$ cat config.mk
export PLATFORM = sky130hd
export DESIGN_NAME = byte_mem_flat
export DESIGN_NICKNAME = d
export VERILOG_FILES = /design/src/rtl/byte_mem_if.sv /design/src/rtl/byte_mem.sv /design/src/flat_wrapper.sv
export SDC_FILE = /design/constraint.sdc
export NUM_CORES = 1
export LEC_CHECK = 0
export ABC_AREA = 1
export ABC_CLOCK_PERIOD_IN_PS = 2440
export BUFFER_PORTS_ARGS = -buffer_cell sky130_fd_sc_hd__buf_2
export CORE_ASPECT_RATIO = 0.8
export CORE_UTILIZATION = 63
export CTS_CLUSTER_DIAMETER = 80
export DETAILED_ROUTE_END_ITERATION = 16
export GPL_TIMING_DRIVEN = 0
export PLACE_DENSITY = 0.8
export SLEW_MARGIN = 15
export SYNTH_ARGS = -nofsm -noshare
export SYNTH_HDL_FRONTEND = slang
export SYNTH_SLANG_ARGS = --single-unit
$ cat constraint.sdc
create_clock -name clk -period 2.44 [get_ports clk]
set_input_delay 0.244 -clock clk [delete_from_list [all_inputs] [get_ports clk]]
set_output_delay 0.244 -clock clk [all_outputs]
set_load 0.02 [all_outputs]
$ cat src/rtl/byte_mem_if.sv
// Bus bundle for one byte_mem bank: write/read request from the master, read data and busy back.
interface byte_mem_if #(
  parameter int ADDR_W = 6,
  parameter int DATA_W = 8
) ();
  logic              wen;
  logic [ADDR_W-1:0] addr;
  logic [DATA_W-1:0] wdata;
  logic [DATA_W-1:0] rdata;
  logic              busy;

  modport master (
    output wen,
    output addr,
    output wdata,
    input  rdata,
    input  busy
  );

  modport slave (
    input  wen,
    input  addr,
    input  wdata,
    output rdata,
    output busy
  );
endinterface

$ cat src/rtl/byte_mem.sv
// Byte-wide single-port RAM bank with registered, read-first read port.
// Define BYTE_MEM_CLEAR_ON_RESET_EN to zero the whole array with a sweep after every reset.
module byte_mem #(
  parameter int ADDR_W = 6,
  parameter int DATA_W = 8
) (
  input  logic      clk,
  input  logic      rst,
  byte_mem_if.slave bus
);
  localparam int DEPTH = 1 << ADDR_W;

  logic [DATA_W-1:0] mem_reg [DEPTH];
  logic [DATA_W-1:0] rdata_reg;

  // Single write port shared between user writes and the clear sweep.
  logic              mem_we;
  logic [ADDR_W-1:0] mem_waddr;
  logic [DATA_W-1:0] mem_wdata;
  logic              busy;

`ifdef BYTE_MEM_CLEAR_ON_RESET_EN
  typedef enum logic {
    ST_IDLE  = 1'b0,
    ST_CLEAR = 1'b1
  } state_t;

  localparam logic [ADDR_W-1:0] LAST_ADDR = {ADDR_W{1'b1}};

  state_t            state_reg;
  state_t            state_next;
  logic [ADDR_W-1:0] clr_addr_reg;
  logic [ADDR_W-1:0] clr_addr_next;

  always_ff @(posedge clk) begin
    if (rst) begin
      state_reg    <= ST_CLEAR;
      clr_addr_reg <= '0;
    end else begin
      state_reg    <= state_next;
      clr_addr_reg <= clr_addr_next;
    end
  end

  always_comb begin
    state_next    = state_reg;
    clr_addr_next = clr_addr_reg;
    busy          = 1'b0;
    mem_we        = 1'b0;
    mem_waddr     = bus.addr;
    mem_wdata     = bus.wdata;
    case (state_reg)
      ST_CLEAR: begin
        busy      = 1'b1;
        mem_we    = 1'b1;
        mem_waddr = clr_addr_reg;
        mem_wdata = '0;
        if (clr_addr_reg == LAST_ADDR) begin
          state_next = ST_IDLE;
        end else begin
          clr_addr_next = clr_addr_reg + 1'b1;
        end
      end
      default: begin
        mem_we = bus.wen;
      end
    endcase
    // A reset edge restarts the sweep, so nothing is written on it.
    if (rst) begin
      mem_we = 1'b0;
    end
  end
`else
  always_comb begin
    busy      = 1'b0;
    mem_we    = bus.wen & ~rst;
    mem_waddr = bus.addr;
    mem_wdata = bus.wdata;
  end
`endif

  always_ff @(posedge clk) begin
    if (mem_we) begin
      mem_reg[mem_waddr] <= mem_wdata;
    end
  end

  // Read samples the array before this edge's write lands, giving read-first behaviour.
  always_ff @(posedge clk) begin
    if (rst || busy) begin
      rdata_reg <= '0;
    end else begin
      rdata_reg <= mem_reg[bus.addr];
    end
  end

  assign bus.rdata = rdata_reg;
  assign bus.busy  = busy;
endmodule

$ cat src/flat_wrapper.sv
// flat-port wrapper written by rule: the top's interface ports become plain ports
module byte_mem_flat 
#(
  parameter int ADDR_W = 6,
  parameter int DATA_W = 8
)
  (clk, rst, bus_wen, bus_addr, bus_wdata, bus_rdata, bus_busy);
  byte_mem_if #(.ADDR_W(ADDR_W), .DATA_W(DATA_W)) bus_i ();
  input  logic clk;
  input  logic rst;
  input wire logic [$bits(bus_i.wen)-1:0] bus_wen;
  input wire logic [$bits(bus_i.addr)-1:0] bus_addr;
  input wire logic [$bits(bus_i.wdata)-1:0] bus_wdata;
  output wire logic [$bits(bus_i.rdata)-1:0] bus_rdata;
  output wire logic [$bits(bus_i.busy)-1:0] bus_busy;
  assign bus_i.wen = bus_wen;
  assign bus_i.addr = bus_addr;
  assign bus_i.wdata = bus_wdata;
  assign bus_rdata = bus_i.rdata;
  assign bus_busy = bus_i.busy;
  byte_mem #(.ADDR_W(ADDR_W), .DATA_W(DATA_W)) u_core (.clk(clk), .rst(rst), .bus(bus_i));
endmodule
==> reports/results.ini, run 1 <==
[synthesis]
yosysMostFrequentCell = nand2_1
synthFlopType = edfxtp_1
async_flop_share = 0
synth_nets = 2178
yosys-top-cells-area = edfxtp_1 (70%), nand2_1 (23%), nor2_1 (1.6%)
synthXorXnorAreaFrac = 0
synth_top_family_by_area = simple AND/OR/NAND/NOR gates
synthSimpleGateAreaFrac = 0.2558
yosys_warnings = 0
yosysSeqAreaShare = 0.7037
synth_cell_types = 23
synthAdderAreaFrac = 0
synth_top_area_frac = 0.6964
synthMuxAreaShare = 0
synthesis.area_um2 = 22080
synth-compound-area-share = 0.006461
synth_top_cell_by_area = edfxtp_1
ys_seq_elements = 520
synth-edff-count = 512
postSynthCellCount = 2161
syn_area_per_cell_um2 = 10.22
synth_common_cells = nand2_1 (1,366), edfxtp_1 (512), nor2_1 (95), buf_2 (60), inv_1 (25)

[finish]
final_util = 0.7144
area_growth_syn_to_layout_pct = 10.29
largest_reg_flops = 512
layout-drive-gt1-share = 0.08759
final_nets = 2251

[detailed_routing]
wl_met2_um = 27090
vias_per_cell = 5.787
first_pass_iters = 6
dr_wl_met3_um = 7608
drc = 0
wirelength_um = 60520
vias = 15850
wl_per_cell_um = 22.10
ant_nets = 0
wirelength_met1_um = 23280
drtIter0Drc = 2202
routed.top_layer = met4

[pwr]
ir_worst_vdd_uv = 616.5
p_per_area_nw_per_um2 = 748.1
p_leak_nw = 10.18

[place]
portBuffers = 18
gp_congestion = 0.9866
hpwl_um = 39550
post-place-ws_ns = -0.5682

[worst_setup_path]
r2r_slack_ns = 0.85
crit_end = u_core.mem_reg[43][1]
critical_path_class = input pin to flip-flop
start_kind = input pin
end_kind = flip-flop
critPathMaxFanout = 9
rr_startpoint = u_core.mem_reg[34][6]
crit_start = rst
critPathRequiredTime_ns = 2.64
worstReg2RegEnd = u_core.bus.rdata[6]
r2r_cells = 7
worstPathArrival_ns = 2.67

[sta]
period_share = 1.011
fmaxAchievable_ghz = 0.4052
finalSetupViolations = 33
maxSlewViolCount = 0
worst_slack_ns = -0.02796
relSlewSlack = 0.1527
rsz0062_at_grt = true
skew_ns = 0.02273
finalHoldViolations = 0
tightest_slew_ns = 1.271
final.min_clock_period_ns = 2.468

[die]
fp.dieH_um = 169.4
rows = 60
core_area_um2 = 34080
io_pins = 26
die_x_um = 211.3
dieArea_um2 = 35800
start_util = 0.6478

[cts]
numClockSinks = 520
clockBufferDepth = 3
cts_root_buffer = clkbuf_16
ctsHtreeMaxLevel = 2
clkLatencyLatePin_ns = 0.58
numCtsBuffers = 48
tritoncts = built
clk_pin_slew_ns = 0.07

[global_routing]
grt-ovfl-total = 0
antenna_found_initial = 1
gr-usage-all-layers = 0.3467
grt_pass1_wl_um = 89150
grt_max_degree = 65
grt_pass1_vias = 15060

[run]
cap_violations = 0

[run_status]
violations = setup timing
run_status = finished, violations left

[min_path]
hold_class = input pin to flip-flop

-- layout make-up --
type                            count  area [µm²]
Multi-Input combinational cell   1513        5831
Timing Repair Buffer               23       195.2
Clock buffer                       70        1366
Sequential cell                   520       15530
Antenna cell                        1       2.502
Clock inverter                     18       88.84
Inverter                           27       103.9
Fill cell                        2415        9733
Buffer                            101       645.6
Tap cell                          465       581.8
-- cell families after synthesis --
family,count (synthesis)
AO/OA/AOI/OAI,25
buffers and inverters,128
flip-flops,520
other,1
AND/OR/NAND/NOR,1487
-- cells in the final DEF, fill, tap and decap left out --
cell / instances
nand2_1: 1366
edfxtp_1: 512
nor2_1: 80
buf_2: 75
clkbuf_16: 50
inv_1: 25
clkbuf_1: 24
buf_6: 21
nor2_2: 17
nand3_1: 16
clkinv_1: 10
buf_4: 9
o21ai_0: 8
a21oi_1: 8
dfxtp_1: 8
o211ai_1: 7
clkinv_2: 7
buf_1: 5
nor3_2: 4
clkbuf_8: 4
or2_2: 3
buf_12: 3
o21ai_1: 2
diode_2: 1
inv_4: 1
inv_2: 1
nor2_4: 1
buf_8: 1
conb_1: 1
clkinv_8: 1
dlygate4sd3_1: 1
buf_16: 1
-- repair_timing --
action	4_1_cts	5_1_grt
resized for setup	0	15
hold endpoints to repair	2	0
buffers inserted	0	0
endpoints found under the setup margin	0	106
hold buffers	1	0
-- power by group --
| part | switching (mW) | internal [mW] | total, mW |
|---|---|---|---|
| clock | 3.22 | 3.88 | 7.10 |
| combinational | 0.941 | 0.310 | 1.25 |
| sequential | 0.0118 | 9.85 | 9.86 |
-- layer usage --
layer,vias up,global-route usage
met4,0,0.1553
li1,7148,-
met5,-,0
met1,7423,0.4869
met2,1095,0.5267
met3,180,0.07439
-- worst max-delay path, cell delays in order --
cell and delay (ns):
clkbuf_1 0.21, nor2_1 0.51, nand3_1 0.69, nor2_1 1.00
-- per-stage QoR --
stage	TNS [ns]	hold slack, ns	power [mW]	std cells	instance area (µm²)
finish	-0.3286	0.1562	18.22	2738	24350
CTS	0	0.1533	18.16	2737	24310
global route	-1.747	0.1568	18.63	2738	24350
floorplan	0	0.3429	10.73	2161	22080
detailed placement	-190.57	0.4885	11.25	2648	22840
global placement	-163.06	0.6616	11.21	2644	22750
-- worst min path at each step --
stage / start / depth (start not counted) / slack [ns] / endpoint
2_1_floorplan: bus_wdata[0] / 0 / 0.34 / u_core.mem_reg[0][0]
3_3_place_gp: u_core.bus.rdata[1] / 1 / 0.66 / bus_rdata[1]
3_5_place_dp: bus_wdata[5] / 1 / 0.49 / u_core.mem_reg[22][5]
4_1_cts: rst / 2 / 0.15 / u_core.bus.rdata[5]
5_1_grt: rst / 2 / 0.16 / u_core.bus.rdata[4]
6_report: rst / 2 / 0.16 / u_core.bus.rdata[2]
Note: power is estimated with default switching activity, not from simulation.
==> run 2: changes to the inputs <==
--- a/config.mk
+++ b/config.mk
@@ -8,12 +8,15 @@
 export ABC_AREA = 1
 export ABC_CLOCK_PERIOD_IN_PS = 2440
 export BUFFER_PORTS_ARGS = -buffer_cell sky130_fd_sc_hd__buf_2
+export CELL_PAD_IN_SITES_DETAIL_PLACEMENT = 1
+export CELL_PAD_IN_SITES_GLOBAL_PLACEMENT = 1
 export CORE_ASPECT_RATIO = 0.8
-export CORE_UTILIZATION = 63
+export CORE_MARGIN = 3
+export CORE_UTILIZATION = 50
 export CTS_CLUSTER_DIAMETER = 80
 export DETAILED_ROUTE_END_ITERATION = 16
 export GPL_TIMING_DRIVEN = 0
-export PLACE_DENSITY = 0.8
+export PLACE_DENSITY_LB_ADDON = 0.1
 export SLEW_MARGIN = 15
 export SYNTH_ARGS = -nofsm -noshare
 export SYNTH_HDL_FRONTEND = slang
==> reports/results.ini, run 2 (same netlist as run 1, synthesis figures left out) <==
[run]
cap_violations = 0  ; unchanged

[sta]
finalSetupViolations = 16  ; -52%
hold_slack_ns = 0.1340  ; -0.02220 ns
worst_slack_ns = -0.06486  ; -0.03689 ns
fmaxAchievable_ghz = 0.3992  ; -1.5%
final.min_clock_period_ns = 2.505  ; +0.03689 ns
tightest_slew_ns = 1.172  ; -0.09894 ns
rsz0062_at_grt = true
skew_ns = 0.01591  ; -0.006819 ns
finalHoldViolations = 0  ; unchanged
period_share = 1.027  ; +0.01512
maxSlewViolCount = 0  ; unchanged
relSlewSlack = 0.2158  ; +0.06307

[detailed_routing]
drc = 0  ; unchanged
first_pass_iters = 5  ; -1
ant_nets = 0  ; unchanged
wirelength_um = 70950  ; +17%
wl_per_cell_um = 25.06  ; +13%
vias_per_cell = 5.612  ; -3.0%
drtIter0Drc = 1465  ; -33%
vias = 15890  ; +0.26%

[finish]
fin_cells = 2831  ; +3.4%
area_growth_syn_to_layout_pct = 10.92
layout-drive-gt1-share = 0.08322  ; -0.004365
largest_reg_flops = 512  ; unchanged
final_nets = 2249  ; -0.089%
final_common_cell = nand2_1
final_cell_mix = nand2_1 (1,366), edfxtp_1 (512), nor2_1 (92)
num-fill-cells = 4729  ; +96%
antenna_cells = 0  ; -1

[worst_setup_path]
cp_slowest_cell = nor2_1
critical_path_class = input pin to flip-flop
critPathMaxStageDelay_ns = 0.96  ; -0.04 ns
end_kind = flip-flop
rr_startpoint = u_core.mem_reg[9][2]
path_cells = buf_2, inv_2, nor2_2, nand3_1, nor2_1
worstPathArrival_ns = 2.72  ; +0.05 ns
critPathMaxFanout = 9  ; unchanged
critPathRequiredTime_ns = 2.66  ; +0.02 ns
start_kind = input pin
crit_start = bus_addr[2]

[cts]
tritoncts = built
numCtsBuffers = 51  ; +6.3%
clk_pin_slew_ns = 0.06  ; about the same
cts_root_buffer = clkbuf_16
ctsHtreeMaxLevel = 2  ; unchanged
clkLatencyLatePin_ns = 0.60  ; +0.02 ns
numClockSinks = 520  ; unchanged
clockBufferDepth = 3  ; unchanged

[min_path]
hold_class = input pin to flip-flop
holdCritStartpoint = rst

[pwr]
ir_worst_vdd_uv = 662.0  ; +7.4%
p_leak_nw = 10.21  ; +0.28%
p_per_area_nw_per_um2 = 772.2  ; +3.2%

[global_routing]
grt_pass1_vias = 16250  ; +7.9%
grt_pass1_wl_um = 104500  ; +17%
grt-ovfl-total = 0  ; unchanged
grt_max_degree = 65  ; unchanged
antenna_found_initial = 0  ; -1
gr-usage-all-layers = 0.3086  ; -0.03811

[place]
portBuffers = 18  ; unchanged
hpwl_um = 47440  ; +20%
gp_congestion = 0.9539  ; -3.3%
dp_cells = 2739  ; +3.4%

[die]
rows = 68  ; +13%
core_area_um2 = 43390  ; +27%
dieArea_um2 = 46730  ; +31%
die_x_um = 240.9  ; +14%
io_pins = 26  ; unchanged
start_util = 0.5088  ; -0.1390
fp.dieH_um = 193.9  ; +14%

[run_status]
violations = setup timing
run_status = finished, violations left

## run 2: cell types whose count changed in the layout (fill, tap and decap cells not counted), sizes merged, moves of 4 or more
cell | before | now
buf | 115 | 111
clkbuf | 78 | 71
bufinv | 0 | 4
clkinv | 18 | 24
## run 2: metrics by stage
stage | setup WS [ns] | util | total power [mW] | TNS [ns] | area (µm²)
after floorplan | 0.6481 | - | 10.73 | 0 | 22080
after global placement | -0.5053 | 0.5270 | 11.30 | -146.36 | 22870
after detailed placement | -0.6131 | 0.5274 | 11.34 | -185.38 | 22880
after CTS | 0.07117 | 0.5642 | 18.94 | 0 | 24480
after global routing | -0.08218 | 0.5643 | 19.44 | -1.241 | 24490
final | -0.06486 | 0.5643 | 18.91 | -0.7059 | 24490
## run 2: worst paths after layout
| kind | end | slack, ns | cells past startpoint |
|---|---|---|---|
| setup / recovery | u_core.mem_reg[12][1] | -0.06 | 5 |
| hold / removal | u_core.bus.rdata[1] | 0.13 | 2 |
| setup reg to reg | u_core.bus.rdata[2] | 0.86 | 10 |
| hold reg to reg | u_core.bus.rdata[0] | 1.00 | 10 |
## run 2: routing by layer
layer | share of wire | vias up | global-route usage
li1 | - | 7151 | -
met1 | 0.42 | 7937 | 0.4357
met2 | 0.46 | 656 | 0.4820
met3 | 0.085 | 143 | 0.06129
met4 | 0.036 | 0 | 0.1060
met5 | 0 | - | 0
## run 2: area by class of cell
class | count | area [µm²] | share of cell area
clock inverter | 29 | 230.2 | 0.009402
sequential | 520 | 15530 | 0.6344
clock buffer | 63 | 1364 | 0.05569
multi-input combinational | 1513 | 5801 | 0.2369
tap | 560 | 700.7 | 0.02861
inverter | 27 | 103.9 | 0.004241
buffer | 101 | 645.6 | 0.02637
timing repair buffer | 18 | 107.6 | 0.004394
## run 2: power breakdown
part | total [mW] | switching, mW | internal, mW
registers | 9.86 | 0.0115 | 9.85
logic | 1.32 | 1.02 | 0.296
clock network | 7.73 | 3.37 | 4.36
## run 2: critical path: cells and delay by family
kind | cells | cell delay, ns
AND/OR/NAND/NOR | 3 | 2.05
buffers and inverters | 2 | 0.40
## run 2: repair_timing
item | 4_1_cts | 5_1_grt
hold endpoints to repair | 0 | 0
endpoints found under the setup margin | 3 | 34
buffers inserted | 0 | 0
resized for setup | 1 | 2
hold buffers | 0 | 0
